[config.mk]
export PLATFORM = sky130hd
export DESIGN_NAME = ev_motor_multi_ramp_pwm
export DESIGN_NICKNAME = d
export VERILOG_FILES = /design/src/rtl/ev_motor_pkg.sv /design/src/rtl/ev_motor_channel.sv /design/src/rtl/ev_motor_multi_ramp_pwm.sv
export SDC_FILE = /design/constraint.sdc
export NUM_CORES = 1
export LEC_CHECK = 0
export ABC_AREA = 1
export BUFFER_PORTS_ARGS = -buffer_cell sky130_fd_sc_hd__buf_2
export CORE_MARGIN = 3
export CORE_UTILIZATION = 45
export CTS_CLUSTER_DIAMETER = 150
export CTS_CLUSTER_SIZE = 8
export DETAILED_ROUTE_END_ITERATION = 10
export PLACE_DENSITY = 0.68
export SYNTH_ARGS = -nofsm -noshare
export SYNTH_HDL_FRONTEND = slang
export SYNTH_SLANG_ARGS = --single-unit
[constraint.sdc]
create_clock -name clk -period 4.65 [get_ports clk]
set_clock_uncertainty 0.15 [all_clocks]
set_input_delay 0.465 -clock clk [delete_from_list [all_inputs] [get_ports clk]]
set_output_delay 0.465 -clock clk [all_outputs]
set_load 0.02 [all_outputs]
[src/rtl/ev_motor_pkg.sv]
// ev_motor_pkg: shared channel state encoding, default widths and target computation.
package ev_motor_pkg;
  typedef enum logic [1:0] {IDLE, RAMP, HOLD, DERATE} ch_state_e;
  localparam int DEF_DW = 8;
  localparam int DEF_IW = 4;
  localparam int DEF_TW = 7;
  function automatic int unsigned target_calc(input int unsigned accel, input int unsigned brake,
                                              input int unsigned sh);
    return (accel > brake) ? (accel - brake) << sh : 0;
  endfunction
endpackage

[src/rtl/ev_motor_channel.sv]
// ev_motor_channel: one drive channel - target, derate hysteresis, slew ramp, state, duty and PWM.
module ev_motor_channel
  import ev_motor_pkg::*;
#(
  parameter int DW     = DEF_DW,
  parameter int IW     = DEF_IW,
  parameter int TW     = DEF_TW,
  parameter int STEP   = 4,
  parameter int T_HOT  = 85,
  parameter int T_COOL = 75
) (
  input  logic          clk,
  input  logic          rst,
  input  logic          en,
  input  logic          tick,
  input  logic          wrap,
  input  logic [DW-1:0] cnt,
  input  logic          cmd_we,
  input  logic          cmd_stop,
  input  logic [IW-1:0] accel,
  input  logic [IW-1:0] brake,
  input  logic [TW-1:0] temp,
  output logic          pwm,
  output logic [DW-1:0] speed,
  output logic          overheat,
  output logic          busy
);
  localparam logic [DW-1:0] STEP_W = DW'(STEP);
  logic [DW-1:0] tgt_q, tgt_d, spd_q, spd_d, duty_q, duty_d, eff, eff_d, diff, mv;
  logic oh_q, oh_d, pwm_q, pwm_d;
  ch_state_e st_q, st_d;
  always_comb begin
    tgt_d  = cmd_stop ? '0 : cmd_we ? DW'(target_calc(32'(accel), 32'(brake), 32'(DW - IW))) : tgt_q;
    oh_d   = (temp >= TW'(T_HOT)) ? 1'b1 : (temp <= TW'(T_COOL)) ? 1'b0 : oh_q;
    eff    = oh_q ? tgt_q >> 1 : tgt_q;
    diff   = (eff > spd_q) ? eff - spd_q : spd_q - eff;
    mv     = (diff > STEP_W) ? STEP_W : diff;
    spd_d  = cmd_stop ? '0 : !tick ? spd_q : (eff > spd_q) ? spd_q + mv : spd_q - mv;
    eff_d  = oh_d ? tgt_d >> 1 : tgt_d;
    // state tracks the registers it describes, so derive it from their next values
    st_d   = (spd_d == eff_d) ? ((eff_d == '0) ? IDLE : oh_d ? DERATE : HOLD)
                              : (oh_d ? DERATE : RAMP);
    duty_d = wrap ? spd_q : duty_q;
    pwm_d  = en & (cnt < duty_q);
  end
  always_ff @(posedge clk or posedge rst) begin
    if (rst) begin
      tgt_q  <= '0;
      spd_q  <= '0;
      duty_q <= '0;
      oh_q   <= 1'b0;
      pwm_q  <= 1'b0;
      st_q   <= IDLE;
    end else begin
      tgt_q  <= tgt_d;
      spd_q  <= spd_d;
      duty_q <= duty_d;
      oh_q   <= oh_d;
      pwm_q  <= pwm_d;
      st_q   <= st_d;
    end
  end
  assign pwm      = pwm_q;
  assign speed    = spd_q;
  assign overheat = oh_q;
  assign busy     = (st_q == RAMP);
endmodule

[src/rtl/ev_motor_multi_ramp_pwm.sv]
// ev_motor_multi_ramp_pwm: multi-channel ramped, derated PWM motor drive with a valid/ready command port.
module ev_motor_multi_ramp_pwm
  import ev_motor_pkg::*;
#(
  parameter int NCH      = 2,
  parameter int DW       = DEF_DW,
  parameter int IW       = DEF_IW,
  parameter int TW       = DEF_TW,
  parameter int RAMP_DIV = 16,
  parameter int STEP     = 4,
  parameter int T_HOT    = 85,
  parameter int T_COOL   = 75,
  localparam int CW      = (NCH > 1) ? $clog2(NCH) : 1
) (
  input  logic              clk,
  input  logic              rst,
  input  logic              en,
  input  logic              cmd_valid,
  output logic              cmd_ready,
  input  logic [CW-1:0]     cmd_ch,
  input  logic [IW-1:0]     cmd_accel,
  input  logic [IW-1:0]     cmd_brake,
  input  logic              cmd_stop,
  input  logic [NCH*TW-1:0] temp_in,
  output logic [NCH-1:0]    pwm_out,
  output logic [NCH*DW-1:0] speed_out,
  output logic [NCH-1:0]    overheat,
  output logic              busy
);
  localparam int DVW = (RAMP_DIV > 1) ? $clog2(RAMP_DIV) : 1;
  localparam logic [DW-1:0] CNT_LAST = DW'((1 << DW) - 2);
  logic [DVW-1:0] div_q, div_d;
  logic [DW-1:0] cnt_q, cnt_d;
  logic tick, wrap, acc;
  logic [NCH-1:0] ch_busy;
  assign cmd_ready = en & ~rst;
  assign acc       = cmd_valid & cmd_ready;
  assign tick      = en & (div_q == DVW'(RAMP_DIV - 1));
  assign wrap      = en & (cnt_q == CNT_LAST);
  always_comb begin
    div_d = !en ? div_q : tick ? '0 : div_q + 1'b1;
    cnt_d = !en ? cnt_q : wrap ? '0 : cnt_q + 1'b1;
  end
  always_ff @(posedge clk or posedge rst) begin
    if (rst) begin
      div_q <= '0;
      cnt_q <= '0;
    end else begin
      div_q <= div_d;
      cnt_q <= cnt_d;
    end
  end
  // out-of-range channel numbers match no instance, so those commands vanish
  for (genvar i = 0; i < NCH; i++) begin : g_ch
    ev_motor_channel #(
      .DW(DW), .IW(IW), .TW(TW), .STEP(STEP), .T_HOT(T_HOT), .T_COOL(T_COOL)
    ) u_ch (
      .clk(clk),
      .rst(rst),
      .en(en),
      .tick(tick),
      .wrap(wrap),
      .cnt(cnt_q),
      .cmd_we(acc & ~cmd_stop & (cmd_ch == CW'(i))),
      .cmd_stop(acc & cmd_stop & (cmd_ch == CW'(i))),
      .accel(cmd_accel),
      .brake(cmd_brake),
      .temp(temp_in[i*TW +: TW]),
      .pwm(pwm_out[i]),
      .speed(speed_out[i*DW +: DW]),
      .overheat(overheat[i]),
      .busy(ch_busy[i])
    );
  end
  assign busy = |ch_busy;
endmodule

==> results of run 1 <==
## routing by layer
layer  GRT usage, %  part of all wire, %  vias to the layer above
met5              0                    0                        -
met4           4.98                  3.6                        0
met3           3.24                  5.8                       82
met2           38.0                   47                      298
met1           32.9                   44                     3370
li1               -                    -                     3538
## sequential cells by signal, summed over array words and instances, names as in the netlist
| register | cells |
|---|---|
| g_ch.u_ch.duty_q | 16 |
| g_ch.u_ch.overheat | 2 |
| cnt_q | 8 |
| div_q | 4 |
| g_ch.u_ch.st_q | 4 |
| g_ch.u_ch.tgt_q | 16 |
| g_ch.u_ch.pwm | 2 |
| g_ch.u_ch.speed | 16 |
## per-stage QoR
stage	instances	util [%]	instance area [um^2]	hold WS [ns]
after floorplan	971	-	6710	0.298
after CTS	1357	63.9	9010	0.248
after global routing	1381	69.1	9740	0.279
after global placement	1316	57.2	8060	0.317
after detailed placement	1316	57.2	8060	0.321
final	1381	69.1	9740	0.226
## cells in the final DEF, fill, tap and decap left out, types with 15 or more instances in the layout
cell     instances
buf_2           49
nand4_1         19
inv_1          160
xnor2_1         15
nor2_1          38
buf_4          163
nand3_1         45
nand3_2         17
nand2_2         49
a21oi_1         30
nand2_1        209
ha_4            19
buf_6           16
ha_1            50
a21oi_2         15
dfrtp_1         66
inv_2           33
o21ai_0         41
## path summary, 6_finish.rpt
check,cells past startpoint,from,endpoint,slack (ns)
max,34,g_ch[1].u_ch.overheat$_DFF_PP0_,g_ch[1].u_ch.st_q[1]$_DFF_PP0_,-0.44
min,2,rst,div_q[1]$_DFFE_PP0P_,0.23
max reg2reg,34,g_ch[1].u_ch.overheat$_DFF_PP0_,g_ch[1].u_ch.st_q[1]$_DFF_PP0_,-0.44
min reg2reg,2,g_ch[1].u_ch.duty_q[0]$_DFFE_PP0P_,g_ch[1].u_ch.duty_q[0]$_DFFE_PP0P_,0.33
max in group asynchronous,3,rst,g_ch[1].u_ch.duty_q[0]$_DFFE_PP0P_,3.23
min in group clk,2,g_ch[1].u_ch.duty_q[0]$_DFFE_PP0P_,g_ch[1].u_ch.duty_q[0]$_DFFE_PP0P_,0.33
## worst max-delay path, delay by kind of cell (launching register included)
family	cells	cell delay [ns]
AOI/OAI and AO/OA	6	0.66
xor gates and xnor gates	1	0.11
adders and majority gates	3	0.84
buffers and inverters	7	0.71
DFF	1	0.50
and+or+nand+nor	17	1.97
## report_power, final
group	switching, W	internal (W)
Combinational	0.00318	0.00260
Clock	0.000260	0.000577
Sequential	0.000145	0.000718
## layout make-up
class,instances,area [um^2]
Multi-Input combinational cell,690,5020
Sequential cell,68,1700
Clock buffer,9,225
Tap cell,180,225
Clock inverter,7,139
Inverter,198,756
Fill cell,1081,4360
Timing Repair Buffer,229,1660
## logic make-up (layout without fill, tap and decap cells)
logic type	after synthesis	count (layout)	share of synthesized area, %
and+or+nand+nor	429	430	29.0
buffers and inverters	214	443	12.7
AOI/OAI and AO/OA	153	153	12.9
adders and majority gates	78	78	15.6
DFF	68	68	25.9
xor gates and xnor gates	29	29	3.86
## repair_timing
item | in CTS | in global routing
hold buffers | 0 | 0
gates cloned | 1 | 0
endpoints found under the setup margin | 8 | 9
pin swaps | 51 | 79
buffers inserted | 26 | 28
resized for setup | 103 | 132
==> results.py, run 1 <==
metrics = {
    "outcome": {
        "violations": "setup timing",
        "run_status": "finished, violations left",
    },
    "worst_setup_path": {
        "max_stage_delay_ns": 0.50,
        "arrival_ns": 5.17,
        "required_ns": 4.72,
        "end_kind": "register",
        "crit_fanout": 8,
        "critPathLaunchType": "register",
        "cp_slowest_cell": "dfrtp_2",
        "crit_type": "register to register",
    },
    "sta": {
        "max_freq_mhz": 196,
        "finalSetupViolations": 6,
        "min_period_ns": 5.09,
        "grt_setup_unrepaired": "true",
        "fin_crit_sh_pct": 109,
        "worst_slew_pin_slew_ns": 1.06,
        "tns_ns": -1.55,
        "finalHoldViolations": 0,
        "fin_ws_ns": -0.441,
        "slew_viol_final": 0,
        "relSlewSlack_pct": 29.0,
    },
    "logic_synthesis": {
        "yosys-top-cells-count": "nand2_1 (257), inv_1 (185), ha_1 (71)",
        "ys.flop_type": "dfrtp_1",
        "ys_ff_latch": 68,
        "synth_area_um2": 6570,
        "syn_area_per_cell_um2": 6.77,
        "synth_area_leaders": "dfrtp_1 (26%), nand2_1 (15%), ha_1 (14%), inv_1 (11%), nand3_1 (4.7%)",
        "synth_edf_count": 0,
        "yosysSeqAreaShare_pct": 25.9,
        "synth.distinct_cells": 45,
        "syn_nets": 1077,
        "synthCells": 971,
        "synth.top_cell.area_share_pct": 25.9,
        "yosysMostFrequentCell": "nand2_1",
        "synth_top_area_cell": "dfrtp_1",
        "yosys_warnings": 0,
        "async_reset_ff_share_pct": 100,
    },
    "floorplanning": {
        "die_y_um": 127,
        "dieArea_um2": 16100,
        "start_util_pct": 46.6,
        "core_area_um2": 14100,
        "num_io_pins": 50,
        "rows": 43,
        "die_x_um": 127,
    },
    "clocking": {
        "numCtsBuffers": 9,
        "path_clk_slew_ns": 0.06,
        "insertion_delay_ns": 0.34,
        "clockBufferDepth": 2,
        "cts_root_buffer": "clkbuf_16",
        "h-tree-depth": 3,
        "cts_tree": "yes",
        "numClockSinks": 68,
    },
    "power": {
        "p_per_area_nw_per_um2": 768,
        "leakagePower_nw": 5.10,
        "p_total_w": 0.00748,
        "peakVddDrop_mv": 0.398,
    },
    "job": {
        "maxCapViolations": 0,
    },
    "routing": {
        "dr.pass1.iters": 6,
        "avgViaCountPerCell": 5.28,
        "routedWlPerCell_um": 15.6,
        "drt_iter0_markers": 470,
        "drc": 0,
        "antenna_left": 0,
        "routed-via-count": 7288,
        "drt-total-wl_um": 21600,
    },
    "layout": {
        "layout-drive-gt1-share_pct": 40.0,
        "area_growth_pct": 48.1,
        "diodes": 0,
        "final_nets": 1302,
    },
    "grt": {
        "antenna_found_initial": 0,
        "grt.total_usage_pct": 23.3,
        "grt_pass1_wl_um": 30800,
        "grt_overflow_total": 0,
        "grt_start_max_net_pins": 42,
        "grt_pass1_vias": 6501,
    },
    "min_path": {
        "hold_path.class": "input pin to asynchronous set/reset pin",
    },
    "placed_design": {
        "dp_hpwl_um": 14100,
        "routabilityCongestion": 0.938,
        "pre_cts_ws_ns": -0.555,
        "io_buffers": 49,
    },
}
No activity file was read; power rests on OpenSTA's default activity.
==> run 2, diff against run 1 <==
==> constraint.sdc (replaced) <==
create_clock -name clk -period 4.65 [get_ports clk]
set_clock_uncertainty 0.15 [all_clocks]
set_input_delay 0.93 -clock clk [delete_from_list [all_inputs] [get_ports clk]]
set_output_delay 0.93 -clock clk [all_outputs]
set_load 0.02 [all_outputs]
==> run 2 against run 1 <==
- the run still ends with setup timing left
- sequential share of layout area increased by 0.53 points
- combinational power decreased by 5.5%
- sequential power decreased by 1%
- worst hold slack improved by 0.11 ns
- global-route usage decreased by 0.32 points
- via count decreased by 3.3%
- critical path type unchanged
- largest power group unchanged
==> results.py, run 2 (synthesis gave the netlist of run 1 again) <==
metrics = {
    "placed_design": {
        "pre_cts_ws_ns": -0.585,
        "routabilityCongestion": 0.916,
        "placed_area_um2": 8050,
        "dp_hpwl_um": 14100,
        "io_buffers": 49,
    },
    "clocking": {
        "insertion_delay_ns": 0.34,
        "cts_tree": "yes",
        "path_clk_slew_ns": 0.06,
        "numClockSinks": 68,
        "h-tree-depth": 3,
        "clockBufferDepth": 2,
        "numCtsBuffers": 9,
        "hold_buffers": 0,
        "cts_root_buffer": "clkbuf_16",
    },
    "worst_setup_path": {
        "cp_slowest_cell": "dfrtp_2",
        "end_kind": "register",
        "crit_family": "simple AND/OR/NAND/NOR gates",
        "max_stage_delay_ns": 0.47,
        "crit_top_cell": "nand2_1",
        "r2r_slack_ns": -0.29,
        "r2r-start": "g_ch[0].u_ch.overheat$_DFF_PP0_",
        "r2r_end": "g_ch[0].u_ch.st_q[1]$_DFF_PP0_",
        "path_buf_inv": 5,
        "crit_fanout": 7,
        "required_ns": 4.74,
        "crit_type": "register to register",
        "critPathLaunchType": "register",
        "reg2reg_depth": 36,
        "arrival_ns": 5.02,
    },
    "sta": {
        "fin_ws_ns": -0.286,
        "tns_ns": -1.05,
        "min_period_ns": 4.94,
        "grt_setup_unrepaired": "true",
        "worst_slew_pin_slew_ns": 1.06,
        "finalHoldViolations": 0,
        "max_freq_mhz": 203,
        "finalSetupViolations": 6,
        "relSlewSlack_pct": 29.0,
        "slew_viol_final": 0,
        "fin_crit_sh_pct": 106,
    },
    "grt": {
        "grt_overflow_total": 0,
        "grt_pass1_vias": 6468,
        "grt_start_max_net_pins": 50,
        "antenna_found_initial": 0,
        "grt_pass1_wl_um": 30300,
        "grt.total_usage_pct": 22.9,
    },
    "layout": {
        "final_common_cell": "nand2_1",
        "design_area_um2": 9450,
        "area_growth_pct": 43.8,
        "layout-drive-gt1-share_pct": 38.6,
        "diodes": 0,
        "final_cell_mix": "nand2_1 (213), inv_1 (162), buf_4 (152), dfrtp_1 (66), ha_1 (52)",
        "final_nets": 1287,
    },
    "power": {
        "peakVddDrop_mv": 0.448,
        "leakagePower_nw": 4.98,
        "p_per_area_nw_per_um2": 735,
    },
    "min_path": {
        "worstHoldStart": "g_ch[0].u_ch.duty_q[3]$_DFFE_PP0P_",
        "hold_path.class": "register to register",
        "whs_path_depth": 2,
        "hold_end": "g_ch[0].u_ch.duty_q[3]$_DFFE_PP0P_",
    },
    "outcome": {
        "violations": "setup timing",
        "run_status": "finished, violations left",
    },
    "routing": {
        "drc": 0,
        "avgViaCountPerCell": 5.16,
        "routed-via-count": 7048,
        "drt_iter0_markers": 465,
        "drt-total-wl_um": 19900,
        "antenna_left": 0,
        "routedWlPerCell_um": 14.6,
        "dr.pass1.iters": 5,
    },
    "floorplanning": {
        "die_x_um": 127,
        "core_area_um2": 14100,
        "dieArea_um2": 16100,
        "num_io_pins": 50,
        "die_y_um": 127,
        "start_util_pct": 46.6,
        "rows": 43,
    },
    "job": {
        "maxCapViolations": 0,
    },
}
==> run 2: worst reg2reg max path, delay by kind of cell, from the launching register on <==
| family | cells | cell delay, ns |
|---|---|---|
| AOI/OAI and AO/OA | 4 | 0.37 |
| xor gates and xnor gates | 1 | 0.17 |
| adders and majority gates | 3 | 0.80 |
| buffers and inverters | 5 | 0.56 |
| DFF | 1 | 0.47 |
| and+or+nand+nor | 23 | 2.35 |
==> run 2: worst max path at each step <==
stage                                                from                             end  slack [ns]  cells past startpoint
after global placement    g_ch[0].u_ch.overheat$_DFF_PP0_  g_ch[0].u_ch.st_q[1]$_DFF_PP0_       -0.51                     33
after CTS                 g_ch[0].u_ch.overheat$_DFF_PP0_  g_ch[0].u_ch.st_q[1]$_DFF_PP0_       -0.20                     34
after floorplan           g_ch[0].u_ch.overheat$_DFF_PP0_  g_ch[0].u_ch.st_q[1]$_DFF_PP0_       -0.07                     37
after global routing      g_ch[0].u_ch.overheat$_DFF_PP0_  g_ch[0].u_ch.st_q[1]$_DFF_PP0_       -0.53                     34
after detailed placement  g_ch[0].u_ch.overheat$_DFF_PP0_  g_ch[0].u_ch.st_q[1]$_DFF_PP0_       -0.58                     34
final                     g_ch[0].u_ch.overheat$_DFF_PP0_  g_ch[0].u_ch.st_q[1]$_DFF_PP0_       -0.29                     36
==> run 2: through the flow <==
stage / util [%] / cells / hold WS, ns / power, W
2_1_floorplan: - / 971 / 0.298 / 0.00348
3_3_place_gp: 57.1 / 1315 / 0.317 / 0.00494
3_5_place_dp: 57.1 / 1315 / 0.324 / 0.00499
4_1_cts: 62.4 / 1353 / 0.337 / 0.00606
5_1_grt: 67.1 / 1366 / 0.385 / 0.00747
6_report: 67.1 / 1366 / 0.335 / 0.00695
==> run 2: area by class of cell <==
class	instances	area, um^2
Multi-Input combinational cell	690	4950
Timing Repair Buffer	214	1540
Clock inverter	7	51.3
Clock buffer	9	225
Fill cell	1109	4640
Inverter	198	756
Sequential cell	68	1700
Tap cell	180	225
==> run 2: layer usage <==
metal,GRT usage [%],part of all wire (%),vias to the layer above
met2,37.6,47,205
met4,5.43,2.0,0
met3,3.83,6.0,38
met1,31.7,45,3290
met5,0,0,-
li1,-,-,3515
==> run 2: repair_timing <==
item | in CTS | in global routing
cloned | 1 | 0
endpoints found under the setup margin | 9 | 10
hold endpoints to repair | 0 | 0
pin swaps | 39 | 81
resized for setup | 86 | 139
buffers inserted | 21 | 14
==> run 2: where the power goes <==
group / internal (W) / total, W / switching (W)
clock: 0.000362 / 0.000633 / 0.000271
sequential: 0.000718 / 0.000854 / 0.000136
combinational: 0.00246 / 0.00546 / 0.00301
total: 0.00354 / 0.00695 / 0.00341
==> run 3, diff against run 2 <==
- ABC_CLOCK_PERIOD_IN_PS: default -> 4650
- SKIP_CTS_REPAIR_TIMING: default -> 1
==> run 3 against run 2 <==
- the run still ends with setup timing left
- clock-buffer cell count did not move
- flip-flop and latch count unchanged
- sequential share of layout area up 0.81 points
- clock power decreased by 0.6%
- utilization down 2.9 points
- register-to-register slack hardly changed
- first-iteration DRC count shrank 2.4%
- worst hold slack got worse by 0.00067 ns
- total power down 8.2%
- die area unchanged
- largest cell class unchanged
==> results.py, run 3 (synthesis gave the netlist of run 1 again) <==
metrics = {
    "outcome": {
        "run_status": "finished, violations left",
        "violations": "setup timing",
    },
    "sta": {
        "slew_viol_final": 0,
        "finalSetupViolations": 4,
        "grt_setup_unrepaired": "true",
        "tns_ns": -1.01,
        "max_freq_mhz": 202,
        "fin_ws_ns": -0.298,
        "min_period_ns": 4.95,
        "worst_slew_pin_slew_ns": 1.05,
        "fin_crit_sh_pct": 106,
        "relSlewSlack_pct": 30.0,
        "finalHoldViolations": 0,
    },
    "grt": {
        "grt.total_usage_pct": 21.8,
        "antenna_found_initial": 0,
        "grt_pass1_vias": 6152,
        "grt_pass1_wl_um": 28800,
        "grt_start_max_net_pins": 50,
        "grt_overflow_total": 0,
    },
    "worst_setup_path": {
        "r2r_slack_ns": -0.30,
        "reg2reg_depth": 37,
        "arrival_ns": 5.03,
        "crit_fanout": 7,
        "required_ns": 4.73,
        "crit_type": "register to register",
        "end_kind": "register",
        "r2r-start": "g_ch[0].u_ch.overheat$_DFF_PP0_",
        "r2r_end": "g_ch[0].u_ch.st_q[1]$_DFF_PP0_",
        "cp_slowest_cell": "dfrtp_2",
        "crit_top_cell": "nand2_1",
        "max_stage_delay_ns": 0.45,
        "critPathLaunchType": "register",
    },
    "floorplanning": {
        "die_x_um": 127,
        "rows": 43,
        "dieArea_um2": 16100,
        "start_util_pct": 46.6,
        "core_area_um2": 14100,
        "num_io_pins": 50,
        "die_y_um": 127,
    },
    "layout": {
        "layout-drive-gt1-share_pct": 33.0,
        "final_cell_mix": "nand2_1 (239), inv_1 (168), buf_4 (144), dfrtp_1 (66), ha_1 (54)",
        "diodes": 0,
        "fillers": 1219,
        "area_growth_pct": 37.6,
        "final_nets": 1275,
        "post-route-util_pct": 64.2,
        "final_common_cell": "nand2_1",
    },
    "power": {
        "leakagePower_nw": 4.86,
        "p_total_w": 0.00638,
        "peakVddDrop_mv": 0.438,
        "p_per_area_nw_per_um2": 705,
    },
    "min_path": {
        "worstHoldStart": "g_ch[0].u_ch.duty_q[4]$_DFFE_PP0P_",
        "hold_end": "g_ch[0].u_ch.duty_q[4]$_DFFE_PP0P_",
        "hold_path.class": "register to register",
        "whs_path_depth": 2,
    },
    "routing": {
        "avgViaCountPerCell": 5.03,
        "routed-via-count": 6805,
        "dr.pass1.iters": 5,
        "drc": 0,
        "drt_iter0_markers": 454,
        "routedWlPerCell_um": 13.8,
        "drt-total-wl_um": 18700,
        "antenna_left": 0,
    },
    "clocking": {
        "clockBufferDepth": 2,
        "numClockSinks": 68,
        "numCtsBuffers": 9,
        "cts_root_buffer": "clkbuf_16",
        "insertion_delay_ns": 0.34,
        "path_clk_slew_ns": 0.06,
        "cts_tree": "yes",
        "h-tree-depth": 3,
    },
    "job": {
        "maxCapViolations": 0,
    },
    "placed_design": {
        "dp_hpwl_um": 14100,
        "pre_cts_ws_ns": -0.585,
        "routabilityCongestion": 0.916,
        "io_buffers": 49,
    },
}
## run 3: changes by cell type in the layout (fill, tap and decap cells not counted), sizes merged
cell / before / now
nand2: 270 / 269
buf: 214 / 203
## run 3: cell type report
cell class                 instances  area (um^2)  share of cell area, %
timing repair buffer             203         1440                   16.0
tap                              180          225                   2.49
sequential                        68         1700                   18.8
inverter                         198          751                   8.30
multi-input combinational        689         4640                   51.4
clock inverter                     7         51.3                  0.567
clock buffer                       9          225                   2.49
## run 3: worst max-delay path: cells and delay by family, from the launching register on
family          cells  cell delay [ns]
simple gates       23             2.26
fa+ha+maj           3             1.00
buf+inv             7             0.63
flops               1             0.45
compound gates      3             0.19
xor+xnor            1             0.18
## run 3: through the flow
stage | area [um^2] | instances | hold WS [ns]
2_1_floorplan | 6710 | 971 | 0.298
3_3_place_gp | 8050 | 1315 | 0.317
3_5_place_dp | 8050 | 1315 | 0.324
4_1_cts | 8330 | 1331 | 0.337
5_1_grt | 9040 | 1354 | 0.377
6_report | 9040 | 1354 | 0.335
## run 3: how the worst max path moves through the flow
| stage | cells after the start | slack (ns) | to | startpoint |
|---|---|---|---|---|
| floorplan | 37 | -0.07 | g_ch[0].u_ch.st_q[1]$_DFF_PP0_ | g_ch[0].u_ch.overheat$_DFF_PP0_ |
| global route | 35 | -0.59 | g_ch[1].u_ch.st_q[1]$_DFF_PP0_ | g_ch[1].u_ch.overheat$_DFF_PP0_ |
| detailed placement | 34 | -0.58 | g_ch[0].u_ch.st_q[1]$_DFF_PP0_ | g_ch[0].u_ch.overheat$_DFF_PP0_ |
| CTS | 34 | -0.68 | g_ch[0].u_ch.st_q[1]$_DFF_PP0_ | g_ch[0].u_ch.overheat$_DFF_PP0_ |
| global placement | 33 | -0.51 | g_ch[0].u_ch.st_q[1]$_DFF_PP0_ | g_ch[0].u_ch.overheat$_DFF_PP0_ |
| finish | 37 | -0.30 | g_ch[0].u_ch.st_q[1]$_DFF_PP0_ | g_ch[0].u_ch.overheat$_DFF_PP0_ |
## run 3: routing by layer
layer  share of wire [%]  wire (um)  track usage (%)  up-vias
met3                 5.4       1010             3.45       26
met5                   0          0                0        -
met4                 1.4        269             4.35        0
li1                    -          -                -     3479
met2                  46       8700             35.3      156
met1                  47       8730             31.0     3144
## run 3: power by group
| group | internal [W] | total [W] | switching [W] |
|---|---|---|---|
| Combinational | 0.00219 | 0.00490 | 0.00271 |
| Clock | 0.000362 | 0.000629 | 0.000267 |
| Sequential | 0.000718 | 0.000849 | 0.000131 |
| Total | 0.00327 | 0.00638 | 0.00311 |
